[config.mk]
export PLATFORM = sky130hd
export DESIGN_NAME = tile_scheduler
export DESIGN_NICKNAME = d
export VERILOG_FILES = /design/src/rtl/tile_scheduler.sv
export SDC_FILE = /design/constraint.sdc
export NUM_CORES = 1
export LEC_CHECK = 0
export CORE_MARGIN = 2
export CORE_UTILIZATION = 55
export CTS_CLUSTER_DIAMETER = 40
export DETAILED_ROUTE_END_ITERATION = 6
export GPL_TIMING_DRIVEN = 0
export PLACE_DENSITY = 0.8
export SYNTH_ARGS = -nofsm -noshare
export SYNTH_HDL_FRONTEND = slang
export SYNTH_SLANG_ARGS = --single-unit
[constraint.sdc]
create_clock -name clk -period 11.6 [get_ports clk]
set_clock_uncertainty 0.2 [all_clocks]
set_input_delay 1.16 -clock clk [delete_from_list [all_inputs] [get_ports clk]]
set_output_delay 1.16 -clock clk [all_outputs]
set_load 0.01 [all_outputs]
[src/rtl/tile_scheduler.sv]
// Tile iteration walker: issues (K tile, pixel chunk, D tile) descriptors, D innermost.
// Optional perf counters (tile_count_o, stall_count_o) under `TILE_SCHED_PERF_EN.
module tile_scheduler #(
  parameter int CH_W  = 11,
  parameter int PIX_W = 14
) (
  input  logic             clk,
  input  logic             rst_n,
  input  logic             start_i,
  input  logic [1:0]       layer_type_i,
  input  logic [CH_W-1:0]  in_D_i,
  input  logic [CH_W-1:0]  out_K_i,
  input  logic [6:0]       tile_D_i,
  input  logic [6:0]       tile_K_i,
  input  logic [31:0]      tile_n_i,
  input  logic [6:0]       out_R_i,
  input  logic [6:0]       out_C_i,
  output logic             tile_valid_o,
  input  logic             tile_ready_i,
  output logic [CH_W-1:0]  k_base_o,
  output logic [6:0]       k_len_o,
  output logic [CH_W-1:0]  d_base_o,
  output logic [6:0]       d_len_o,
  output logic [PIX_W-1:0] pix_base_o,
  output logic [PIX_W-1:0] pix_len_o,
  output logic             first_d_o,
  output logic             last_d_o,
  output logic             last_tile_o,
  output logic             busy_o,
  output logic             done_o,
  output logic             err_o
`ifdef TILE_SCHED_PERF_EN
  ,
  output logic [31:0]      tile_count_o,
  output logic [31:0]      stall_count_o
`endif
);

  typedef enum logic [1:0] {IDLE, RUN, DONE} state_t;
  state_t state_q, state_d;

  logic             dw_q, err_q;
  logic [CH_W-1:0]  in_d_q, out_k_q, k_base_q, k_base_d, d_base_q, d_base_d;
  logic [6:0]       tile_d_q, tile_k_q;
  logic [PIX_W-1:0] step_n_q, pix_tot_q, pix_base_q, pix_base_d;

  logic             accept, cfg_bad, fire;
  logic [PIX_W-1:0] pix_tot_in, step_in;

  assign accept     = start_i && (state_q == IDLE);
  assign cfg_bad    = (in_D_i == '0) || (out_K_i == '0) || (tile_D_i == '0) || (tile_K_i == '0) ||
                      (tile_n_i == '0) || (out_R_i == '0) || (out_C_i == '0);
  assign pix_tot_in = PIX_W'(out_R_i) * PIX_W'(out_C_i);
  // A chunk larger than the whole pixel space collapses to a single chunk.
  assign step_in    = (tile_n_i > 32'(pix_tot_in)) ? pix_tot_in : tile_n_i[PIX_W-1:0];

  // Loop-end tests carry one extra bit so base+step never wraps.
  logic [CH_W:0]    d_nxt, k_nxt;
  logic [PIX_W:0]   p_nxt;
  logic             d_last, k_last, p_last;
  logic [CH_W-1:0]  k_rem, d_rem;
  logic [PIX_W-1:0] p_rem;
  logic [6:0]       k_len, d_len;
  logic [PIX_W-1:0] p_len;

  assign d_nxt  = {1'b0, d_base_q} + (CH_W+1)'(tile_d_q);
  assign k_nxt  = {1'b0, k_base_q} + (CH_W+1)'(tile_k_q);
  assign p_nxt  = {1'b0, pix_base_q} + {1'b0, step_n_q};
  assign d_last = dw_q || (d_nxt >= {1'b0, in_d_q});
  assign k_last = k_nxt >= {1'b0, out_k_q};
  assign p_last = p_nxt >= {1'b0, pix_tot_q};
  assign k_rem  = out_k_q - k_base_q;
  assign d_rem  = in_d_q - d_base_q;
  assign p_rem  = pix_tot_q - pix_base_q;
  assign k_len  = (k_rem < CH_W'(tile_k_q)) ? k_rem[6:0] : tile_k_q;
  assign d_len  = (d_rem < CH_W'(tile_d_q)) ? d_rem[6:0] : tile_d_q;
  assign p_len  = (p_rem < step_n_q) ? p_rem : step_n_q;
  assign fire   = tile_valid_o && tile_ready_i;

  always_comb begin
    tile_valid_o = 1'b0;
    k_base_o     = '0;
    k_len_o      = '0;
    d_base_o     = '0;
    d_len_o      = '0;
    pix_base_o   = '0;
    pix_len_o    = '0;
    first_d_o    = 1'b0;
    last_d_o     = 1'b0;
    last_tile_o  = 1'b0;
    busy_o       = (state_q != IDLE);
    done_o       = (state_q == DONE);
    err_o        = err_q;
    if (state_q == RUN) begin
      tile_valid_o = 1'b1;
      k_base_o     = k_base_q;
      k_len_o      = k_len;
      d_base_o     = dw_q ? k_base_q : d_base_q;
      d_len_o      = dw_q ? k_len : d_len;
      pix_base_o   = pix_base_q;
      pix_len_o    = p_len;
      first_d_o    = dw_q || (d_base_q == '0);
      last_d_o     = d_last;
      last_tile_o  = d_last && p_last && k_last;
    end
  end

  always_comb begin
    state_d    = state_q;
    k_base_d   = k_base_q;
    d_base_d   = d_base_q;
    pix_base_d = pix_base_q;
    case (state_q)
      IDLE: if (start_i) begin
        state_d    = cfg_bad ? DONE : RUN;
        k_base_d   = '0;
        d_base_d   = '0;
        pix_base_d = '0;
      end
      RUN: if (fire) begin
        if (!d_last) begin
          d_base_d = d_nxt[CH_W-1:0];
        end else begin
          d_base_d = '0;
          if (!p_last) begin
            pix_base_d = p_nxt[PIX_W-1:0];
          end else begin
            pix_base_d = '0;
            if (!k_last) k_base_d = k_nxt[CH_W-1:0];
            else begin
              k_base_d = '0;
              state_d  = DONE;
            end
          end
        end
      end
      default: state_d = IDLE;
    endcase
  end

  always_ff @(posedge clk or negedge rst_n) begin
    if (!rst_n) begin
      state_q    <= IDLE;
      k_base_q   <= '0;
      d_base_q   <= '0;
      pix_base_q <= '0;
      dw_q       <= 1'b0;
      err_q      <= 1'b0;
      in_d_q     <= '0;
      out_k_q    <= '0;
      tile_d_q   <= '0;
      tile_k_q   <= '0;
      step_n_q   <= '0;
      pix_tot_q  <= '0;
    end else begin
      state_q    <= state_d;
      k_base_q   <= k_base_d;
      d_base_q   <= d_base_d;
      pix_base_q <= pix_base_d;
      if (accept) begin
        dw_q      <= (layer_type_i == 2'd1);
        err_q     <= cfg_bad;
        in_d_q    <= in_D_i;
        out_k_q   <= out_K_i;
        tile_d_q  <= tile_D_i;
        tile_k_q  <= tile_K_i;
        step_n_q  <= step_in;
        pix_tot_q <= pix_tot_in;
      end
    end
  end

`ifdef TILE_SCHED_PERF_EN
  logic [31:0] tile_cnt_q, stall_cnt_q;
  always_ff @(posedge clk or negedge rst_n) begin
    if (!rst_n) begin
      tile_cnt_q  <= '0;
      stall_cnt_q <= '0;
    end else if (accept) begin
      tile_cnt_q  <= '0;
      stall_cnt_q <= '0;
    end else begin
      if (fire && (tile_cnt_q != '1)) tile_cnt_q <= tile_cnt_q + 32'd1;
      if (tile_valid_o && !tile_ready_i && (stall_cnt_q != '1)) stall_cnt_q <= stall_cnt_q + 32'd1;
    end
  end
  assign tile_count_o  = tile_cnt_q;
  assign stall_count_o = stall_cnt_q;
`endif

endmodule

==> run_results.csv, run 1 <==
group,metric,value,unit
run_status,outcome,"completed",
synthesis,ys_types,68,
setup_path,crit_path_cell_trace,"clkdlybuf4s50_1 > and2_1 > fa_1 > inv_1 > fa_1 > inv_1 > fa_1 > inv_1 > fa_1 > inv_1 > ha_1 > o41ai_1 > o2111ai_1 > o31ai_1 > xnor2_1 > ha_1 > nand2_1 > nor4_1 > nor2b_1 > a2111oi_0 > o21ai_0 > o21ai_1 > clkbuf_1 > o221ai_1",
grt,grt.total_usage,32.2,%
floorplanning,fp.dieArea,21700,um2
cells_and_area,finalNetCount,1805,
timing,setup_viol,0,
placement,gp_congestion,0.940,
synthesis,synth_area,11300,um2
placement,dp_cells,1778,
synthesis,synth-seq-area-share,23.1,%
timing,relSlewSlack,27.3,%
floorplanning,core_region_area,20200,um2
synthesis,synthFlopType,"dfrtp_1",
setup_path,cp.depth,24,
placement,place_ws,2.96,ns
timing,holdWs,0.298,ns
worst_hold_path,whs_path_depth,2,
floorplanning,die_h,147,um
timing,worst_pin_slew,1.08,ns
synthesis,yosysTopAreaCell,"dfrtp_1",
synthesis,synth_edf_count,0,
clock_tree,clock_path_buffers,2,
synthesis,async_flop_share,100,%
cells_and_area,multi_input_area,7900,um2
timing,fin_crit,8.37,ns
route,vias,10900,
clock_tree,hold_buffers,0,
setup_path,critPathSlowestCell,"o21ai_1",
synthesis,synth_cells,1349,
floorplanning,fp.dieW,147,um
run,max-cap-violations,0,
grt,antenna_found_initial,0,
grt,grt_pass1_vias,10800,
route,drt_iter0_markers,872,
timing,tns,0,ns
clock_tree,cts_resized,0,
synthesis,ys_warn_count,0,
grt,grt_start_max_net_pins,56,
setup_path,r2r_slack,6.32,ns
setup_path,max_stage_delay,0.58,ns
setup_path,path_class,"in -> reg",
cells_and_area,drive_gt1_share,2.76,%
clock_tree,tritoncts,"built",
setup_path,crit_required,11.61,ns
worst_hold_path,hp-class,"reg -> reg",
clock_tree,clock-sinks,104,
timing,finalHoldViolCount,0,
setup_path,rr_endpoint,"k_base_q[6]",
setup_path,r2r_start,"step_n_q[0]",
synthesis,synth.avg_cell_area,8.36,um2
placement,dpl.hpwl,27700,um
route,viasPerCell,6.06,
cells_and_area,regArea,2600,um2
setup_path,path_max_fanout,10,
setup_path,setup.worst_path.end_class,"flip-flop",
floorplanning,pin_count,159,
setup_path,arrival,8.38,ns
clock_tree,cts_buffers,9,
cells_and_area,area_delta_synth_final,20.2,%
clock_tree,root_buffer,"clkbuf_16",
route,drtPass1Iterations,5,
grt,grt_overflow_total,0,
clock_tree,h-tree-depth,3,
clock_tree,path_clk_slew,0.08,ns
synthesis,synth_common_cells,"ha_1, inv_1, nand2_1, dfrtp_1, nor2_1",
route,ant_nets,0,
timing,rsz0062_at_grt,"no",
route,drt_wl_total,34600,um
route,wire_per_inst,19.3,um
route,drc,0,
floorplanning,std_cell_rows,52,
timing,setup_slack,3.23,ns
clock_tree,clk_latency,0.37,ns
synthesis,synth.most_common_cell,"ha_1",
cells_and_area,layoutNonFillerInstCount,1794,
setup_path,r2r_cells,17,
timing,timing.fmax,119,MHz
synthesis,synthTopCellsByArea,"dfrtp_1, ha_1, inv_1",
setup_path,start_kind,"input port",
placement,place.port_buffers,158,
synthesis,synth_top_area_share,23.1,%
timing,post-route-period-util,72.1,%
setup_path,path_buf_inv,6,
setup_path,crit_start,"out_C_i[3]",
floorplanning,initial_core_util,55.9,%
worst_hold_path,hold_path_end,"err_o",
cells_and_area,nFillCells,1720,
synthesis,syn_nets,1635,
cells_and_area,n_antenna_cell,0,
clock_tree,post_cts_buffers,0,
timing,slew_viol_final,0,
synthesis,ys_ff_latch,104,
worst_hold_path,hp-start,"err_o",
setup_path,cp_top_family,"adder cells",
grt,grt_pass1_wl,55400,um
[sequential cells by signal (all words and copies together), names as in the netlist]
| signal | cells |
|---|---|
| pix_base_q | 14 |
| pix_tot_q | 14 |
| step_n_q | 14 |
| d_base_q | 11 |
| in_d_q | 11 |
| k_base_q | 11 |
| out_k_q | 11 |
| tile_d_q | 7 |
| tile_k_q | 7 |
| state_q | 2 |
| dw_q | 1 |
| err_o | 1 |
[worst register-to-register path: cells and delay by family (launching register included)]
kind                       cells  cell delay [ns]
AOI/OAI and AO/OA              8             2.03
adders and majority gates      3             0.97
and+or+nand+nor                2             0.64
DFF                            1             0.43
muxes                          1             0.36
buffers and inverters          2             0.31
xor gates and xnor gates       1             0.21
[cell families after synthesis]
kind of cell | Yosys count | synth area share (%)
XOR/XNOR | 66 | 5.13
multiplexers | 45 | 4.07
AND/OR/NAND/NOR | 418 | 18.2
buffers and inverters | 204 | 6.85
adder cells (fa/ha/maj) | 198 | 24.0
flip-flops | 104 | 23.1
AO/OA/AOI/OAI | 314 | 18.7
[layout make-up]
cell class | instances | share of cell area [%]
Sequential cell | 104 | 19.2
Clock inverter | 7 | 0.803
Timing Repair Buffer | 159 | 11.9
Multi-Input combinational cell | 1041 | 58.3
Buffer | 41 | 1.18
Clock buffer | 9 | 1.66
Tap cell | 270 | 2.49
Inverter | 163 | 4.51
[per-stage QoR]
stage	cell area (um2)	util, %
after detailed placement	13200	65.5
after floorplan	11300	-
after global routing	13600	67.2
after CTS	13600	67.2
final	13600	67.2
after global placement	13200	65.4
[layer usage]
metal / wire length, um / vias up / global-route usage [%]
li1: - / 5082 / -
met1: 14300 / 5223 / 42.4
met5: 0 / - / 0
met3: 2850 / 88 / 5.99
met4: 1310 / 0 / 13.8
met2: 16000 / 478 / 51.9
[cells in the final DEF, fill, tap and decap left out, drive strengths merged, types with 6 or more instances in the layout]
cell type,count
a211oi,13
a21o,32
a21oi,49
a22o,12
a31oi,11
and2,49
and3,7
buf,8
clkbuf,44
clkdlybuf4s50,157
dfrtp,104
fa,30
ha,168
inv,168
mux2,7
mux2i,38
nand2,110
nand2b,19
nand3,32
nand4,15
nor2,104
nor2b,11
nor3,20
nor4,23
o2111ai,7
o211ai,15
o21a,18
o21ai,84
o22ai,8
o31ai,14
or2,6
or3,11
xnor2,46
xor2,20
[how the worst max path moves through the flow]
| stage | endpoint | slack [ns] |
|---|---|---|
| 2_1_floorplan | step_n_q[10] | 4.75 |
| 3_3_place_gp | step_n_q[12] | 3.04 |
| 3_5_place_dp | step_n_q[9] | 2.96 |
| 4_1_cts | step_n_q[9] | 3.32 |
| 5_1_grt | step_n_q[9] | 2.79 |
| 6_report | step_n_q[9] | 3.23 |
Power of run 1 is not shown: default switching activity piles up to over one toggle a cycle in this logic, so the estimate is an artifact.
==> run 2, diff against run 1 <==
- clock period: 11.6 -> 7.9 ns (I/O delays scaled with it)
==> run_results.csv, run 2 (synthesis results as in run 1) <==
group,metric,value,unit
clock_tree,clk_latency,0.37,ns
route,vias,10800,
route,drt_iter0_markers,891,
worst_hold_path,hold_path_end,"err_o",
clock_tree,hold_buffers,0,
setup_path,setup.worst_path.end_class,"flip-flop",
cells_and_area,drive_gt1_share,3.21,%
clock_tree,root_buffer,"clkbuf_16",
clock_tree,h-tree-depth,3,
placement,dp_cells,1778,
route,routed.top_layer,"met4",
setup_path,rr_endpoint,"k_base_q[6]",
floorplanning,core_region_area,20200,um2
route,met3_wirelength,2800,um
grt,grt_start_max_net_pins,56,
clock_tree,cts_buffers,9,
timing,timing.fmax,134,MHz
route,viasPerCell,6.04,
setup_path,start_kind,"input port",
cells_and_area,reg_top3,"pix_base_q x14, pix_tot_q x14, step_n_q x14",
timing,worst_pin_slew,1.09,ns
setup_path,cp_top_family,"adder cells",
route,wire_per_inst,19.2,um
grt,grt_pass1_wl,55500,um
setup_path,path_max_fanout,10,
floorplanning,fp.dieW,147,um
cells_and_area,final_cell_mix,"ha_1, inv_1, clkdlybuf4s50_1, nand2_1",
route,drc,0,
timing,slew_viol_final,0,
setup_path,max_stage_delay,0.58,ns
timing,relSlewSlack,26.8,%
cells_and_area,post-route-util,67.4,%
timing,post-route-period-util,94.2,%
cells_and_area,finalNetCount,1806,
route,ant_nets,0,
route,drt-met1-wl,14400,um
worst_hold_path,whs_path_depth,2,
setup_path,path_buf_inv,6,
grt,grt_overflow_total,0,
run_status,outcome,"completed",
run,max-cap-violations,0,
timing,finalHoldViolCount,0,
floorplanning,initial_core_util,55.9,%
setup_path,critPathSlowestCell,"clkdlybuf4s50_1",
floorplanning,std_cell_rows,52,
cells_and_area,n_antenna_cell,0,
setup_path,path_class,"in -> reg",
cells_and_area,nFillCells,1713,
timing,fin_crit,7.44,ns
grt,grt_pass1_vias,10800,
worst_hold_path,hp-start,"err_o",
placement,place.port_buffers,158,
grt,grt.total_usage,32.2,%
floorplanning,fp.dieArea,21700,um2
clock_tree,clock_path_buffers,2,
floorplanning,pin_count,159,
clock_tree,path_clk_slew,0.08,ns
worst_hold_path,hp-class,"reg -> reg",
setup_path,arrival,7.45,ns
floorplanning,die_h,147,um
clock_tree,clock-sinks,104,
placement,dpl.hpwl,27700,um
route,drtPass1Iterations,5,
timing,rsz0062_at_grt,"no",
timing,tns,0,ns
timing,setup_viol,0,
route,routed-wl-met2,16000,um
cells_and_area,area_delta_synth_final,20.5,%
route,drt_wl_total,34500,um
setup_path,r2r_slack,2.59,ns
cells_and_area,layoutNonFillerInstCount,1795,
timing,holdWs,0.290,ns
clock_tree,tritoncts,"built",
grt,antenna_found_initial,0,
cells_and_area,final_common_cell,"ha_1",
setup_path,r2r_cells,17,
setup_path,r2r_start,"step_n_q[0]",
placement,gp_congestion,0.940,
setup_path,crit_required,7.91,ns
-- run 2: how the worst max path moves through the flow --
stage,from,to,slack (ns),cells past startpoint
6_report,out_C_i[3],step_n_q[9],0.46,26
2_1_floorplan,out_C_i[3],step_n_q[10],1.42,25
5_1_grt,out_C_i[3],step_n_q[3],0.01,27
3_3_place_gp,out_C_i[3],step_n_q[12],-0.29,24
3_5_place_dp,out_C_i[3],step_n_q[9],-0.37,24
4_1_cts,out_C_i[3],step_n_q[9],0.16,24
-- run 2: final cells by class --
| class | instances | area [um2] | area share [%] |
|---|---|---|---|
| Clock inverter | 7 | 109 | 0.801 |
| Buffer | 41 | 163 | 1.20 |
| Timing Repair Buffer | 160 | 1610 | 11.9 |
| Multi-Input combinational cell | 1041 | 7930 | 58.3 |
| Tap cell | 270 | 338 | 2.49 |
| Clock buffer | 9 | 225 | 1.66 |
| Sequential cell | 104 | 2600 | 19.2 |
| Inverter | 163 | 612 | 4.50 |
-- run 2: through the flow --
stage | cell area [um2] | setup WS, ns
6_report | 13600 | 0.460
2_1_floorplan | 11300 | 1.42
3_3_place_gp | 13200 | -0.291
5_1_grt | 13600 | 0.00965
3_5_place_dp | 13200 | -0.371
4_1_cts | 13600 | 0.158
-- run 2: per-layer routing --
layer / up-vias / GRT usage [%]
met5: - / 0
met4: 0 / 13.8
met3: 90 / 5.99
met2: 468 / 52.1
met1: 5203 / 42.4
li1: 5088 / -
-- run 2: what timing repair did --
item	4_1_cts	5_1_grt
buffers inserted	0	1
pin swaps	0	1
endpoints found under the hold margin	0	0
endpoints found under the setup margin	1	14
gates resized for setup	1	7
-- run 2: worst register-to-register path, stage by stage, from the launching register on --
cell	delay, ns
dfrtp_1	0.43
ha_1	0.24
fa_1	0.45
a211oi_1	0.39
o21ai_0	0.17
a31oi_1	0.33
xnor2_1	0.21
inv_1	0.07
ha_1	0.29
a21o_1	0.16
a211o_1	0.31
a211oi_1	0.20
o21ai_0	0.19
a22oi_1	0.32
nand4b_1	0.41
nand2b_1	0.25
buf_4	0.24
mux2_2	0.36
Power of run 2 is left out for the same reason.
==> run 3, diff against run 2 <==
- CORE_UTILIZATION: 55 -> 54
- PLACE_DENSITY: 0.8 -> 0.79
- clock period: 7.9 -> 7.7 ns (I/O delays scaled with it)
==> run_results.csv, run 3 (synthesis results as in run 1) <==
group,metric,value,unit
run_status,outcome,"completed",
cells_and_area,drive_gt1_share,3.15,%
grt,grt_overflow_total,0,
cells_and_area,reg_top3,"pix_base_q x14, pix_tot_q x14, step_n_q x14",
timing,setup_viol,0,
timing,fin_crit,7.35,ns
setup_path,r2r_cells,17,
cells_and_area,layoutNonFillerInstCount,1796,
setup_path,max_stage_delay,0.57,ns
cells_and_area,final_common_cell,"ha_1",
route,ant_nets,0,
clock_tree,clk_latency,0.36,ns
grt,grt.total_usage,31.7,%
timing,relSlewSlack,22.1,%
route,drt_wl_total,34800,um
clock_tree,path_clk_slew,0.07,ns
placement,dp_cells,1778,
floorplanning,core_region_area,20400,um2
timing,post-route-period-util,95.4,%
route,drtPass1Iterations,5,
clock_tree,tritoncts,"built",
clock_tree,cts_buffers,9,
placement,dpl.hpwl,28200,um
placement,place.port_buffers,158,
grt,antenna_found_initial,0,
timing,finalHoldViolCount,0,
setup_path,critPathSlowestCell,"clkdlybuf4s50_1",
timing,worst_pin_slew,1.16,ns
setup_path,path_max_fanout,8,
clock_tree,clock_path_buffers,2,
clock_tree,hold_buffers,0,
worst_hold_path,hp-class,"in -> async",
floorplanning,fp.dieArea,22100,um2
grt,grt_pass1_wl,54700,um
setup_path,start_kind,"input port",
floorplanning,initial_core_util,55.4,%
setup_path,crit_required,7.77,ns
placement,gp_congestion,0.939,
floorplanning,pin_count,159,
clock_tree,clock-sinks,104,
setup_path,setup.worst_path.end_class,"flip-flop",
route,drc,0,
setup_path,arrival,7.42,ns
run,max-cap-violations,0,
cells_and_area,finalNetCount,1807,
timing,slew_viol_final,0,
floorplanning,die_h,148,um
grt,grt_start_max_net_pins,59,
route,wire_per_inst,19.4,um
clock_tree,h-tree-depth,3,
floorplanning,std_cell_rows,52,
route,drt_iter0_markers,831,
route,viasPerCell,6.04,
cells_and_area,n_antenna_cell,0,
cells_and_area,area_delta_synth_final,20.4,%
clock_tree,root_buffer,"clkbuf_16",
route,vias,10900,
timing,timing.fmax,136,MHz
setup_path,path_class,"in -> reg",
grt,grt_pass1_vias,10500,
floorplanning,fp.dieW,148,um
cells_and_area,final_cell_mix,"ha_1, inv_1, clkdlybuf4s50_1, nand2_1",
[run 3: cell count changes in the layout (fill, tap and decap cells not counted), sizes merged]
cell,change
buf,+2
clkinv,+2
clkbuf,+1
inv,-4
[run 3: worst paths after layout]
check,from,end,slack (ns)
worst max-delay path,out_R_i[3],step_n_q[11],0.35
worst min-delay path,rst_n,step_n_q[0],0.25
worst max register to register,step_n_q[0],k_base_q[6],2.40
worst min register to register,err_o,err_o,0.30
max in group asynchronous,rst_n,in_d_q[8],6.30
min in group clk,err_o,err_o,0.30
[run 3: stage by stage]
| stage | area [um2] | worst slack [ns] | util [%] | hold slack, ns | TNS (ns) |
|---|---|---|---|---|---|
| after detailed placement | 13200 | -0.506 | 64.9 | 0.274 | -6.09 |
| final | 13600 | 0.353 | 66.7 | 0.248 | 0 |
| after CTS | 13500 | 0.0264 | 66.5 | 0.277 | 0 |
| after global routing | 13600 | -0.0139 | 66.7 | 0.304 | -0.0187 |
| after floorplan | 11300 | 1.24 | - | 0.274 | 0 |
| after global placement | 13200 | -0.469 | 64.8 | 0.284 | -5.73 |
[run 3: metal layers]
metal / vias to the layer above / GRT usage [%] / wire length [um]
li1: 5098 / - / -
met1: 5191 / 42.2 / 14300
met2: 487 / 52.0 / 16200
met3: 75 / 5.89 / 3240
met4: 0 / 11.0 / 1050
met5: - / 0 / 0
[run 3: worst max-delay path, delay by kind of cell]
kind                     cells  cell delay [ns]
adder cells (fa/ha/maj)      6             2.76
XOR/XNOR                     1             0.23
buffers and inverters        6             0.97
AO/OA/AOI/OAI                7             1.28
AND/OR/NAND/NOR              6             1.41
[run 3: cell type report]
class,instances,area (um2)
buffer,41,163
multi-input combinational,1041,7920
timing repair buffer,161,1620
clock inverter,5,78.8
tap,270,338
inverter,163,612
sequential,104,2600
fill,1743,6790
clock buffer,11,243
[run 3: what timing repair did]
| item | 4_1_cts | 5_1_grt |
|---|---|---|
| setup buffers | 0 | 2 |
| endpoints found under the setup margin | 11 | 14 |
| resized for setup | 1 | 7 |
| endpoints found under the hold margin | 0 | 0 |
| pin swaps | 0 | 1 |
Power of run 3 is left out for the same reason.
